`src/rtl/div3_pkg.sv`:
```
// div3_pkg: shared types and constants for the serial divide-by-3 unit
package div3_pkg;
  typedef enum logic [1:0] {IDLE, RUN, DONE} state_e;
  localparam int DIV3_REM_W = 2;
  localparam logic [DIV3_REM_W:0] DIV3_DIVISOR = 3'd3;
endpackage

```
`src/rtl/div3_serial_if.sv`:
```
// div3_serial_if: dividend input and quotient/remainder output handshake bundle
interface div3_serial_if
  import div3_pkg::*;
#(
  parameter int W = 8
);
  logic                  in_valid;
  logic                  in_ready;
  logic [W-1:0]          in_data;
  logic                  out_valid;
  logic                  out_ready;
  logic [W-1:0]          out_q;
  logic [DIV3_REM_W-1:0] out_r;
  modport master (output in_valid, in_data, out_ready, input in_ready, out_valid, out_q, out_r);
  modport slave  (input in_valid, in_data, out_ready, output in_ready, out_valid, out_q, out_r);
endinterface

```
`src/rtl/div3_step.sv`:
```
// div3_step: one MSB-first long-division step by 3
module div3_step
  import div3_pkg::*;
(
  input  logic [DIV3_REM_W-1:0] rem,
  input  logic                  din,
  output logic                  qbit,
  output logic [DIV3_REM_W-1:0] rem_next
);
  logic [DIV3_REM_W:0] t;
  // subtract the divisor whenever the partial remainder reaches it; result stays 0..2
  always_comb begin
    t = {rem, din};
    qbit = t >= DIV3_DIVISOR;
    rem_next = qbit ? DIV3_REM_W'(t - DIV3_DIVISOR) : DIV3_REM_W'(t);
  end
endmodule

```
`src/rtl/div3_serial.sv`:
```
// div3_serial: bit-serial divide-by-3, one quotient bit per clock
module div3_serial
  import div3_pkg::*;
#(
  parameter int W = 8
) (
  input logic          clk,
  input logic          rst_n,
  div3_serial_if.slave bus
);
  localparam int CW = $clog2(W);
  state_e                state_q, state_d;
  logic [W-1:0]          dvd_q, dvd_d, quo_q, quo_d, oq_q, oq_d;
  logic [DIV3_REM_W-1:0] rem_q, rem_d, or_q, or_d, rem_nx;
  logic [CW-1:0]         cnt_q, cnt_d;
  logic                  qbit;

  div3_step u_step (.rem(rem_q), .din(dvd_q[W-1]), .qbit(qbit), .rem_next(rem_nx));

  assign bus.in_ready  = state_q == IDLE;
  assign bus.out_valid = state_q == DONE;
  assign bus.out_q     = oq_q;
  assign bus.out_r     = or_q;

  // accept in IDLE, one division step per RUN cycle, publish result registers on entering DONE
  always_comb begin
    state_d = state_q;
    dvd_d = dvd_q;
    quo_d = quo_q;
    rem_d = rem_q;
    cnt_d = cnt_q;
    oq_d = oq_q;
    or_d = or_q;
    case (state_q)
      IDLE: if (bus.in_valid) begin
        state_d = RUN;
        dvd_d = bus.in_data;
        quo_d = '0;
        rem_d = '0;
        cnt_d = CW'(W - 1);
      end
      RUN: begin
        dvd_d = dvd_q << 1;
        quo_d = {quo_q[W-2:0], qbit};
        rem_d = rem_nx;
        cnt_d = cnt_q == '0 ? cnt_q : cnt_q - CW'(1);
        state_d = cnt_q == '0 ? DONE : RUN;
        oq_d = cnt_q == '0 ? {quo_q[W-2:0], qbit} : oq_q;
        or_d = cnt_q == '0 ? rem_nx : or_q;
      end
      DONE: state_d = bus.out_ready ? IDLE : DONE;
      default: state_d = IDLE;
    endcase
  end

  // state and datapath registers; reset aborts any operation in flight
  always_ff @(posedge clk) begin
    if (!rst_n) begin
      state_q <= IDLE;
      dvd_q <= '0;
      quo_q <= '0;
      rem_q <= '0;
      cnt_q <= '0;
      oq_q <= '0;
      or_q <= '0;
    end else begin
      state_q <= state_d;
      dvd_q <= dvd_d;
      quo_q <= quo_d;
      rem_q <= rem_d;
      cnt_q <= cnt_d;
      oq_q <= oq_d;
      or_q <= or_d;
    end
  end
endmodule

```
`src/flat_wrapper.sv`:
```
// flat-port wrapper written by rule: the top's interface ports become plain ports
module div3_serial_flat import div3_pkg::*;
#(
  parameter int W = 8
)
  (clk, rst_n, bus_in_valid, bus_in_data, bus_out_ready, bus_in_ready, bus_out_valid, bus_out_q, bus_out_r);
  div3_serial_if #(.W(W)) bus_i ();
  input logic clk;
  input logic rst_n;
  input wire logic [$bits(bus_i.in_valid)-1:0] bus_in_valid;
  input wire logic [$bits(bus_i.in_data)-1:0] bus_in_data;
  input wire logic [$bits(bus_i.out_ready)-1:0] bus_out_ready;
  output wire logic [$bits(bus_i.in_ready)-1:0] bus_in_ready;
  output wire logic [$bits(bus_i.out_valid)-1:0] bus_out_valid;
  output wire logic [$bits(bus_i.out_q)-1:0] bus_out_q;
  output wire logic [$bits(bus_i.out_r)-1:0] bus_out_r;
  assign bus_i.in_valid = bus_in_valid;
  assign bus_i.in_data = bus_in_data;
  assign bus_i.out_ready = bus_out_ready;
  assign bus_in_ready = bus_i.in_ready;
  assign bus_out_valid = bus_i.out_valid;
  assign bus_out_q = bus_i.out_q;
  assign bus_out_r = bus_i.out_r;
  div3_serial #(.W(W)) u_core (.clk(clk), .rst_n(rst_n), .bus(bus_i));
endmodule
```
`config.mk`:
```
export PLATFORM = sky130hd
export DESIGN_NAME = div3_serial_flat
export DESIGN_NICKNAME = d
export VERILOG_FILES = /design/src/rtl/div3_pkg.sv /design/src/rtl/div3_serial_if.sv /design/src/rtl/div3_step.sv /design/src/rtl/div3_serial.sv /design/src/flat_wrapper.sv
export SDC_FILE = /design/constraint.sdc
export NUM_CORES = 1
export LEC_CHECK = 0
export ABC_AREA = 1
export CAP_MARGIN = 20
export CORE_ASPECT_RATIO = 0.9
export CORE_MARGIN = 3
export CORE_UTILIZATION = 45
export DETAILED_ROUTE_END_ITERATION = 10
export PLACE_DENSITY = 0.7
export SLEW_MARGIN = 20
export SYNTH_ARGS = -nofsm -noshare
export SYNTH_HDL_FRONTEND = slang
export SYNTH_SLANG_ARGS = --single-unit
export TNS_END_PERCENT = 20
```
`constraint.sdc`:
```
create_clock -name clk -period 1.57 [get_ports clk]
set_clock_uncertainty 0.1 [all_clocks]
set_input_delay 0.314 -clock clk [delete_from_list [all_inputs] [get_ports clk]]
set_output_delay 0.314 -clock clk [all_outputs]
set_load 0.02 [all_outputs]
```
==> results of run 1 <==
==> metal layers <==
metal | track usage, % | up-vias | part of all wire [%]
li1 | - | 661 | -
met1 | 22.0 | 581 | 48
met2 | 29.0 | 26 | 45
met3 | 6.49 | 6 | 6.2
met4 | 7.23 | 0 | 1.5
met5 | 0 | - | 0
==> repair_timing <==
item,CTS,global route
setup buffers,0,0
setup endpoints to repair,12,1
pin swaps,0,0
hold buffers,0,0
gates resized for setup,17,1
==> critical path: stages, from the launching register on <==
cell and delay (ns):
dfxtp_1 0.38, inv_2 0.05, nor2_1 0.11, buf_2 0.18
==> cell usage after synthesis (3+ instances only) <==
master | count | area, um2
o21ai_0 | 13 | 65.1
nand2_1 | 51 | 191
nand3_1 | 5 | 25.0
nor2_1 | 39 | 146
a21oi_1 | 13 | 65.1
inv_2 | 5 | 18.8
inv_1 | 8 | 30.0
ha_1 | 3 | 37.5
buf_6 | 3 | 33.8
o21ai_1 | 6 | 30.0
dfxtp_1 | 32 | 641
==> cell type report <==
type,instances,area (um2),share of cell area (%)
multi-input combinational,138,636,36.9
sequential,32,641,37.2
clock buffer,7,65.1,3.78
timing repair buffer,33,283,16.4
tap,40,50.0,2.90
inverter,13,48.8,2.83
==> sequential cells by signal, summed over array words and instances (netlist names) <==
signal	flops
u_core.rem_q	2
u_core.bus.out_r	2
u_core.dvd_q	8
u_core.quo_q	7
u_core.cnt_q	3
u_core.bus.out_q	8
u_core.state_q	2
==> logic make-up after synthesis <==
| logic type | share of synthesized area [%] |
|---|---|
| buffers and inverters | 7.36 |
| flip-flops | 46.5 |
| AO/OA/AOI/OAI | 13.4 |
| AND/OR/NAND/NOR | 30.0 |
| adder cells (fa/ha/maj) | 2.73 |
==> cells in the final DEF (no fill, tap or decap), drive strengths merged <==
| cell type | count |
|---|---|
| a21oi | 14 |
| ha | 3 |
| clkbuf | 7 |
| buf | 12 |
| o21ai | 20 |
| nor2 | 41 |
| nand3 | 5 |
| dlygate4sd2 | 10 |
| dfxtp | 32 |
| clkdlybuf4s50 | 11 |
| o21bai | 1 |
| nand2 | 54 |
| inv | 13 |
==> where the power goes <==
group          internal [W]  total [W]  switching (W)  leakage (nW)
Clock              0.000254   0.000522       0.000268        0.0374
Sequential         0.000881   0.000918      0.0000378         0.262
Combinational      0.000174   0.000434       0.000260         0.495
Total               0.00131    0.00187       0.000565         0.794
==> stage by stage <==
stage	cells	instance area, um2	hold slack, ns	utilization [%]	setup WS (ns)
2_1_floorplan	190	1380	0.341	-	0.215
3_3_place_gp	256	1680	0.350	59.2	0.0608
3_5_place_dp	256	1680	0.371	59.2	0.0182
4_1_cts	263	1730	0.387	60.9	0.0354
5_1_grt	263	1720	0.411	60.7	0.0461
6_report	263	1720	0.382	60.7	0.111
==> worst paths after layout <==
| path | startpoint | end | slack [ns] | cells after the start |
|---|---|---|---|---|
| max | u_core.state_q[1] | bus_out_valid | 0.11 | 3 |
| max reg2reg | u_core.cnt_q[0] | u_core.bus.out_q[7] | 0.21 | 7 |
| min | u_core.bus.out_q[3] | u_core.bus.out_q[3] | 0.38 | 2 |
| min reg2reg | u_core.bus.out_q[3] | u_core.bus.out_q[3] | 0.38 | 2 |
==> flow_summary.yaml, run 1 <==
critical_path:
  timing.setup.critical_path_class: "reg2out"
  timing.critical_path.from_type: "flip-flop"
  worstSetupEndpointType: "output pin"
  crit_path_max_fanout: 3
  crit_arrival_ns: 1.05
  required_arrival_time_at_the_worst_endpoint_ns: 1.16
global_route:
  pin_count_of_the_biggest_net_entering_global_routing: 14
  grt_pass1_vias: 1239
  grt_overflow: 0
  groute.usage.overall_pct: 18.0
  first_pass_grt_wire_length_mm: 5.25
  antenna_violations_before_repair: 0
logic_synthesis:
  post_synth.cell_area_avg_um2: 7.25
  ys_ff_latch: 32
  part_of_the_yosys_area_used_for_sequential_elements_pct: 46.5
  synth_async_sr_flop_share_pct: 0
  synth-edff-count: 0
  synthFlopType: "dfxtp_1"
  synth_warnings: 0
  synth.cell_area_um2: 1380
  yosys.cell_types.count: 21
  syn_inst: 190
  synthesis.nets: 205
timing:
  finalHoldViolations: 0
  period_share_pct: 93.0
  max_freq_mhz: 685
  worst_slew_pin_slew_ns: 0.434
  rsz0062_at_grt: "no"
  timing.final.setup_violations: 0
  final.min_clock_period_ns: 1.46
  slew_viol_final: 0
  maxSlewHeadroom_pct: 71.1
  tns_ns: 0
place:
  globalplace.congestion: 0.751
  hpwlAfterDp_mm: 2.09
  io_buffer_count: 23
drt:
  total_vias_in_the_final_route: 1274
  routed_wl_mm: 2.91
  wl_per_cell_um: 11.1
  total_drc_errors_in_the_routed_layout: 0
  viasPerCell: 4.84
  drt_iter0_markers: 85
  final_antenna_net_count: 0
  drt_pass1_iterations: 4
cells_and_area:
  syn_to_final_growth_pct: 25.1
  fillerInstances: 276
  antenna_cells_inserted: 0
  post_route_cells_drive_above_1_share_pct: 13.9
  final_net_count: 238
clocking:
  cts_tree: "built"
  clock_tree.buffer_depth: 2
  cts_inserted_buffers: 5
  cts.htree.levels: 2
  clk_transition_reported_paths_ns: 0.09
  cts-root-buf: "clkbuf_4"
  tritoncts_num_sinks: 32
  latest_clock_arrival_within_the_worst_skew_pair_ns: 0.33
die:
  io_pins: 24
  initial_core_util_pct: 48.5
  die_area_um2: 3760
  fp.coreArea_um2: 2840
  placementRows: 18
  die_width_um: 64.3
  fp.dieH_um: 58.5
run_status:
  run_status: "finished clean"
job:
  timing.max_cap.violations: 0
power:
  pwr_density_cell_nw_per_um2: 1090
  totalPowerFinal_w: 0.00187
  leakage_nw: 0.794
  vdd_ir_drop_max_mv: 0.625
min_path:
  hold_path.class: "reg2reg"
No activity file was read; power rests on OpenSTA's default activity.
==> run 2, diff against run 1 <==
- ABC_CLOCK_PERIOD_IN_PS: unset -> 1570
- CORE_ASPECT_RATIO: 0.9 -> 0.75
==> run 2 against run 1 <==
Compared with the run above: critical path depth shrank 1; clock power grew 23%; die area increased by 0.16%; wire length up 3.3%; sequential share of layout area fell by 0.43 points; sequential power hardly changed; maximum frequency rose by 3.2%; combinational power hardly changed; final cell count fell by 1.1%; critical path type unchanged.
==> flow_summary.yaml, run 2 (synthesis results as in run 1) <==
critical_path:
  timing.rr.start: "u_core.cnt_q[0]"
  required_arrival_time_at_the_worst_endpoint_ns: 1.16
  r2r_slack_ns: 0.21
  crit_arrival_ns: 1.00
  crit_slowest_cell: "dfxtp_1"
  critical_path.reg2reg.endpoint: "u_core.bus.out_r[0]"
  crit_path_cell_trace: "nor2_1 > clkbuf_2"
  critical_path.startpoint: "u_core.state_q[0]"
  timing.setup.critical_path_class: "reg2out"
  reg2regPathDepth: 7
  critical_path.top_delay_family: "flip-flops"
  crit_path_max_fanout: 3
  depth_of_the_critical_timing_path_with_buffers_and_inverters_included: 2
  cp.buffers_inverters: 1
  timing.critical_path.from_type: "flip-flop"
  timing.critical_path.to: "bus_in_ready"
  worstSetupEndpointType: "output pin"
  crit_path_max_incr_delay_ns: 0.32
global_route:
  first_pass_grt_wire_length_mm: 5.13
  pin_count_of_the_biggest_net_entering_global_routing: 14
  grt_overflow: 0
  antenna_violations_before_repair: 0
  groute.usage.overall_pct: 17.5
  grt_pass1_vias: 1216
clocking:
  ctsHoldBuffers: 0
  clk_transition_reported_paths_ns: 0.06
  cts-root-buf: "clkbuf_8"
  tritoncts_num_sinks: 32
  latest_clock_arrival_within_the_worst_skew_pair_ns: 0.28
  cts_tree: "built"
  cts_inserted_buffers: 5
  cts.htree.levels: 2
  clock_tree.buffer_depth: 2
power:
  part_of_the_power_in_registers_pct: 46.0
  power.clock.fraction_pct: 32.2
  leakage_nw: 0.804
  pwr_density_cell_nw_per_um2: 1140
  netSwitchingFraction_pct: 29.3
  combPwrFrac_pct: 21.8
  cellInternalPower_w: 0.00141
  vdd_ir_drop_max_mv: 0.650
  net-switching-power_w: 0.000585
drt:
  total_drc_errors_in_the_routed_layout: 0
  final_antenna_net_count: 0
  viasPerCell: 4.91
  routed_wl_mm: 3.00
  total_vias_in_the_final_route: 1277
  drt_pass1_iterations: 4
  drt_iter0_markers: 71
  wl_per_cell_um: 11.6
cells_and_area:
  layoutNonFillerInstCount: 260
  final_util_pct: 63.1
  antenna_cells_inserted: 0
  mostFrequentLayoutCells: "nand2_1 (51), nor2_1 (39), dfxtp_1 (32)"
  post_route_cells_drive_above_1_share_pct: 13.4
  final_net_count: 238
  syn_to_final_growth_pct: 26.5
  layout_commonest_cell: "nand2_1"
die:
  io_pins: 24
  fp.coreArea_um2: 2760
  initial_core_util_pct: 49.9
  placementRows: 16
  die_width_um: 69.9
  die_area_um2: 3770
  fp.dieH_um: 53.9
timing:
  final.min_clock_period_ns: 1.41
  slew_viol_final: 0
  worst_slew_pin_slew_ns: 0.464
  rsz0062_at_grt: "no"
  max_freq_mhz: 707
  timing.final.setup_violations: 0
  finalHoldViolations: 0
  maxSlewHeadroom_pct: 69.0
  period_share_pct: 90.1
place:
  globalplace.congestion: 0.774
  place.detailed.instances: 252
  io_buffer_count: 23
  hpwlAfterDp_mm: 2.17
min_path:
  hold_path.class: "reg2reg"
run_status:
  run_status: "finished clean"
job:
  timing.max_cap.violations: 0
[run 2: changes by cell type in the layout (fill, tap and decap cells not counted), sizes merged]
cell	change
buf	-1
clkbuf	+2
[run 2: through the flow]
stage	worst slack, ns	setup TNS [ns]	total power, W	hold slack (ns)	area (um2)
final	0.155	0	0.00199	0.372	1740
after global routing	0.0567	0	0.00211	0.401	1740
after CTS	0.00216	0	0.00201	0.375	1750
after detailed placement	-0.00114	-0.00114	0.00139	0.366	1680
after global placement	0.00734	0	0.00137	0.348	1680
after floorplan	0.215	0	0.00123	0.341	1380
[run 2: worst min-delay path by stage]
| stage | startpoint | to | cells past startpoint | slack, ns |
|---|---|---|---|---|
| 2_1_floorplan | u_core.dvd_q[0] | u_core.dvd_q[0] | 2 | 0.34 |
| 3_3_place_gp | u_core.dvd_q[0] | u_core.dvd_q[0] | 2 | 0.35 |
| 3_5_place_dp | u_core.dvd_q[0] | u_core.dvd_q[0] | 2 | 0.37 |
| 4_1_cts | u_core.dvd_q[0] | u_core.dvd_q[0] | 2 | 0.37 |
| 5_1_grt | u_core.quo_q[0] | u_core.quo_q[1] | 2 | 0.40 |
| 6_report | u_core.dvd_q[0] | u_core.dvd_q[0] | 2 | 0.37 |
[run 2: timing repair]
item,CTS,global route
endpoints found under the setup margin,12,2
setup buffers,0,0
gates resized for setup,14,3
[run 2: final cells by class]
class                           instances  area, um2
Fill cell                             237       1020
Sequential cell                        32        641
Multi-Input combinational cell        138        636
Timing Repair Buffer                   33        283
Clock buffer                            8       90.1
Inverter                               13       48.8
Tap cell                               36       45.0
[run 2: power groups by stage]
stage | sequential [W] | combinational, W | clock, W
6_report | 0.000918 | 0.000434 | 0.000643
5_1_grt | 0.000927 | 0.000489 | 0.000691
4_1_cts | 0.000917 | 0.000437 | 0.000657
3_5_place_dp | 0.000936 | 0.000455 | 0
3_3_place_gp | 0.000931 | 0.000443 | 0
2_1_floorplan | 0.000966 | 0.000263 | 0
[run 2: worst min-delay path: cells and delay by family (launching register included)]
kind | cells | cell delay, ns
AO/OA/AOI/OAI | 1 | 0.05
flip-flops | 1 | 0.31
AND/OR/NAND/NOR | 1 | 0.06
[run 2: per-layer routing]
metal	share of wire, %	GRT usage [%]
met3	5.3	4.66
met4	0.73	10.2
met5	0	0
met2	47	29.3
met1	47	20.8
==> run 3, diff against run 2 <==
--- a/config.mk
+++ b/config.mk
@@ -9,5 +9,5 @@
 export ABC_CLOCK_PERIOD_IN_PS = 1570
 export CAP_MARGIN = 20
-export CORE_ASPECT_RATIO = 0.75
+export CORE_ASPECT_RATIO = 0.7
 export CORE_MARGIN = 3
 export CORE_UTILIZATION = 45
==> constraint.sdc (replaced) <==
create_clock -name clk -period 1.57 [get_ports clk]
set_clock_uncertainty 0.1 [all_clocks]
set_input_delay 0.2355 -clock clk [delete_from_list [all_inputs] [get_ports clk]]
set_output_delay 0.2355 -clock clk [all_outputs]
set_load 0.02 [all_outputs]
==> run 3 against run 2 <==
Compared with the run above: highest routed layer unchanged; sequential power about the same; via count down 1.9%; register-to-register slack about the same; core utilization down 1.1 points; worst setup slack worse by 0.12 ns; non-clock buffer count down 1; critical path depth down 1; critical endpoint is now bus_out_r[0]; combinational power up 2%; maximum frequency down 7.5%; final area up 1.8%; die area about the same; worst hold slack worse by 0.013 ns.
==> flow_summary.yaml, run 3 (synthesis results as in run 1) <==
timing:
  rsz0062_at_grt: "no"
  tns_ns: 0
  finalHoldViolations: 0
  final.min_clock_period_ns: 1.53
  timing.final.setup_violations: 0
  fin_worst_hold_slack_ns: 0.359
  max_freq_mhz: 654
  maxSlewHeadroom_pct: 71.3
  period_share_pct: 97.5
  slew_viol_final: 0
  worst_slew_pin_slew_ns: 0.430
power:
  net-switching-power_w: 0.000588
  pwr_density_cell_nw_per_um2: 1130
  power.clock.fraction_pct: 32.0
  cellInternalPower_w: 0.00141
  part_of_the_power_in_registers_pct: 45.9
  netSwitchingFraction_pct: 29.4
  combPwrFrac_pct: 22.1
  vdd_ir_drop_max_mv: 0.813
  leakage_nw: 0.903
min_path:
  worst_hold_startpoint: "u_core.dvd_q[0]"
  hold_path.class: "reg2reg"
critical_path:
  crit_path_max_fanout: 2
  crit_path_cell_trace: "clkdlybuf4s50_1"
  critical_path.top_delay_family: "buffers and inverters"
  critical_path.startpoint: "u_core.bus.out_r[0]"
  timing.rr.start: "u_core.cnt_q[0]"
  required_arrival_time_at_the_worst_endpoint_ns: 1.23
  timing.setup.critical_path_class: "reg2out"
  worstSetupEndpointType: "output pin"
  crit_slowest_cell: "clkdlybuf4s50_1"
  crit_arrival_ns: 1.19
  crit_path_max_incr_delay_ns: 0.60
  cp.buffers_inverters: 1
  timing.critical_path.from_type: "flip-flop"
clocking:
  clk_transition_reported_paths_ns: 0.07
  cts.htree.levels: 2
  cts_inserted_buffers: 5
  clock_tree.buffer_depth: 2
  latest_clock_arrival_within_the_worst_skew_pair_ns: 0.28
  post-cts-setup-buffer-count: 0
  cts_tree: "built"
  ctsHoldBuffers: 0
  tritoncts_num_sinks: 32
  cts-root-buf: "clkbuf_8"
die:
  die_width_um: 72.1
  fp.dieH_um: 52.3
  placementRows: 16
  die_area_um2: 3770
  io_pins: 24
  initial_core_util_pct: 48.1
  fp.coreArea_um2: 2860
job:
  timing.max_cap.violations: 0
place:
  globalplace.congestion: 0.747
  io_buffer_count: 23
  hpwlAfterDp_mm: 2.23
  place.detailed.instances: 251
cells_and_area:
  fillerInstances: 258
  post_route_cells_drive_above_1_share_pct: 13.5
  final_net_count: 237
  multi_input_logic_area_um2: 636
  layout_commonest_cell: "nand2_1"
  mostFrequentLayoutCells: "nand2_1 (51), nor2_1 (39), dfxtp_1 (32)"
  register_area_um2: 641
  antenna_cells_inserted: 0
  final_util_pct: 62.0
  layoutNonFillerInstCount: 259
  syn_to_final_growth_pct: 28.8
drt:
  drt_iter0_markers: 75
  total_drc_errors_in_the_routed_layout: 0
  total_vias_in_the_final_route: 1253
  routed_wl_mm: 2.95
  wl_per_cell_um: 11.4
  final_antenna_net_count: 0
  drt_pass1_iterations: 4
  viasPerCell: 4.84
global_route:
  first_pass_grt_wire_length_mm: 4.96
  groute.usage.overall_pct: 17.1
  antenna_violations_before_repair: 0
  grt_overflow: 0
  grt_pass1_vias: 1133
  pin_count_of_the_biggest_net_entering_global_routing: 14
run_status:
  run_status: "finished clean"
-- run 3: cell count changes in the layout (fill, tap and decap cells not counted), sizes merged --
cell,delta
buf,-2
clkdlybuf4s15,+1
clkbuf,-2
dlygate4sd2,-9
clkinv,+2
dlymetal6s2s,+8
clkdlybuf4s50,+1
-- run 3: final timing paths --
kind	endpoint	slack, ns	cells past startpoint
max	bus_out_r[0]	0.04	1
min	u_core.dvd_q[0]	0.36	2
max reg2reg	u_core.bus.out_q[7]	0.22	7
min reg2reg	u_core.dvd_q[0]	0.36	2
-- run 3: metal layers --
layer	global-route usage (%)	share of wire (%)	vias to the layer above
met4	7.81	1.2	0
li1	-	-	665
met5	0	0	-
met3	5.56	4.1	4
met1	20.6	47	563
met2	27.8	48	21
-- run 3: area by class of cell --
type | instances | area share [%]
clock buffer | 6 | 4.65
timing repair buffer | 32 | 17.6
multi-input combinational | 138 | 35.8
sequential | 32 | 36.1
inverter | 13 | 2.75
tap | 36 | 2.54
clock inverter | 2 | 0.564
-- run 3: power by group through the flow --
stage	sequential, W	clock (W)	combinational (W)
CTS	0.000917	0.000657	0.000447
global placement	0.000931	0	0.000437
detailed placement	0.000935	0	0.000451
finish	0.000918	0.000640	0.000443
floorplan	0.000966	0	0.000263
global route	0.000926	0.000685	0.000498
-- run 3: repair_timing --
item | 4_1_cts | 5_1_grt
endpoints found under the setup margin | 3 | 10
pin swaps | 0 | 0
gates resized for setup | 3 | 11
-- run 3: stage by stage --
| step | setup WS [ns] | power, W | area [um2] |
|---|---|---|---|
| final | 0.0400 | 0.00200 | 1770 |
| after global routing | 0.00735 | 0.00211 | 1770 |
| after CTS | 0.00318 | 0.00202 | 1760 |
| after detailed placement | 0.0625 | 0.00139 | 1670 |
| after global placement | 0.0881 | 0.00137 | 1670 |
| after floorplan | 0.215 | 0.00123 | 1380 |
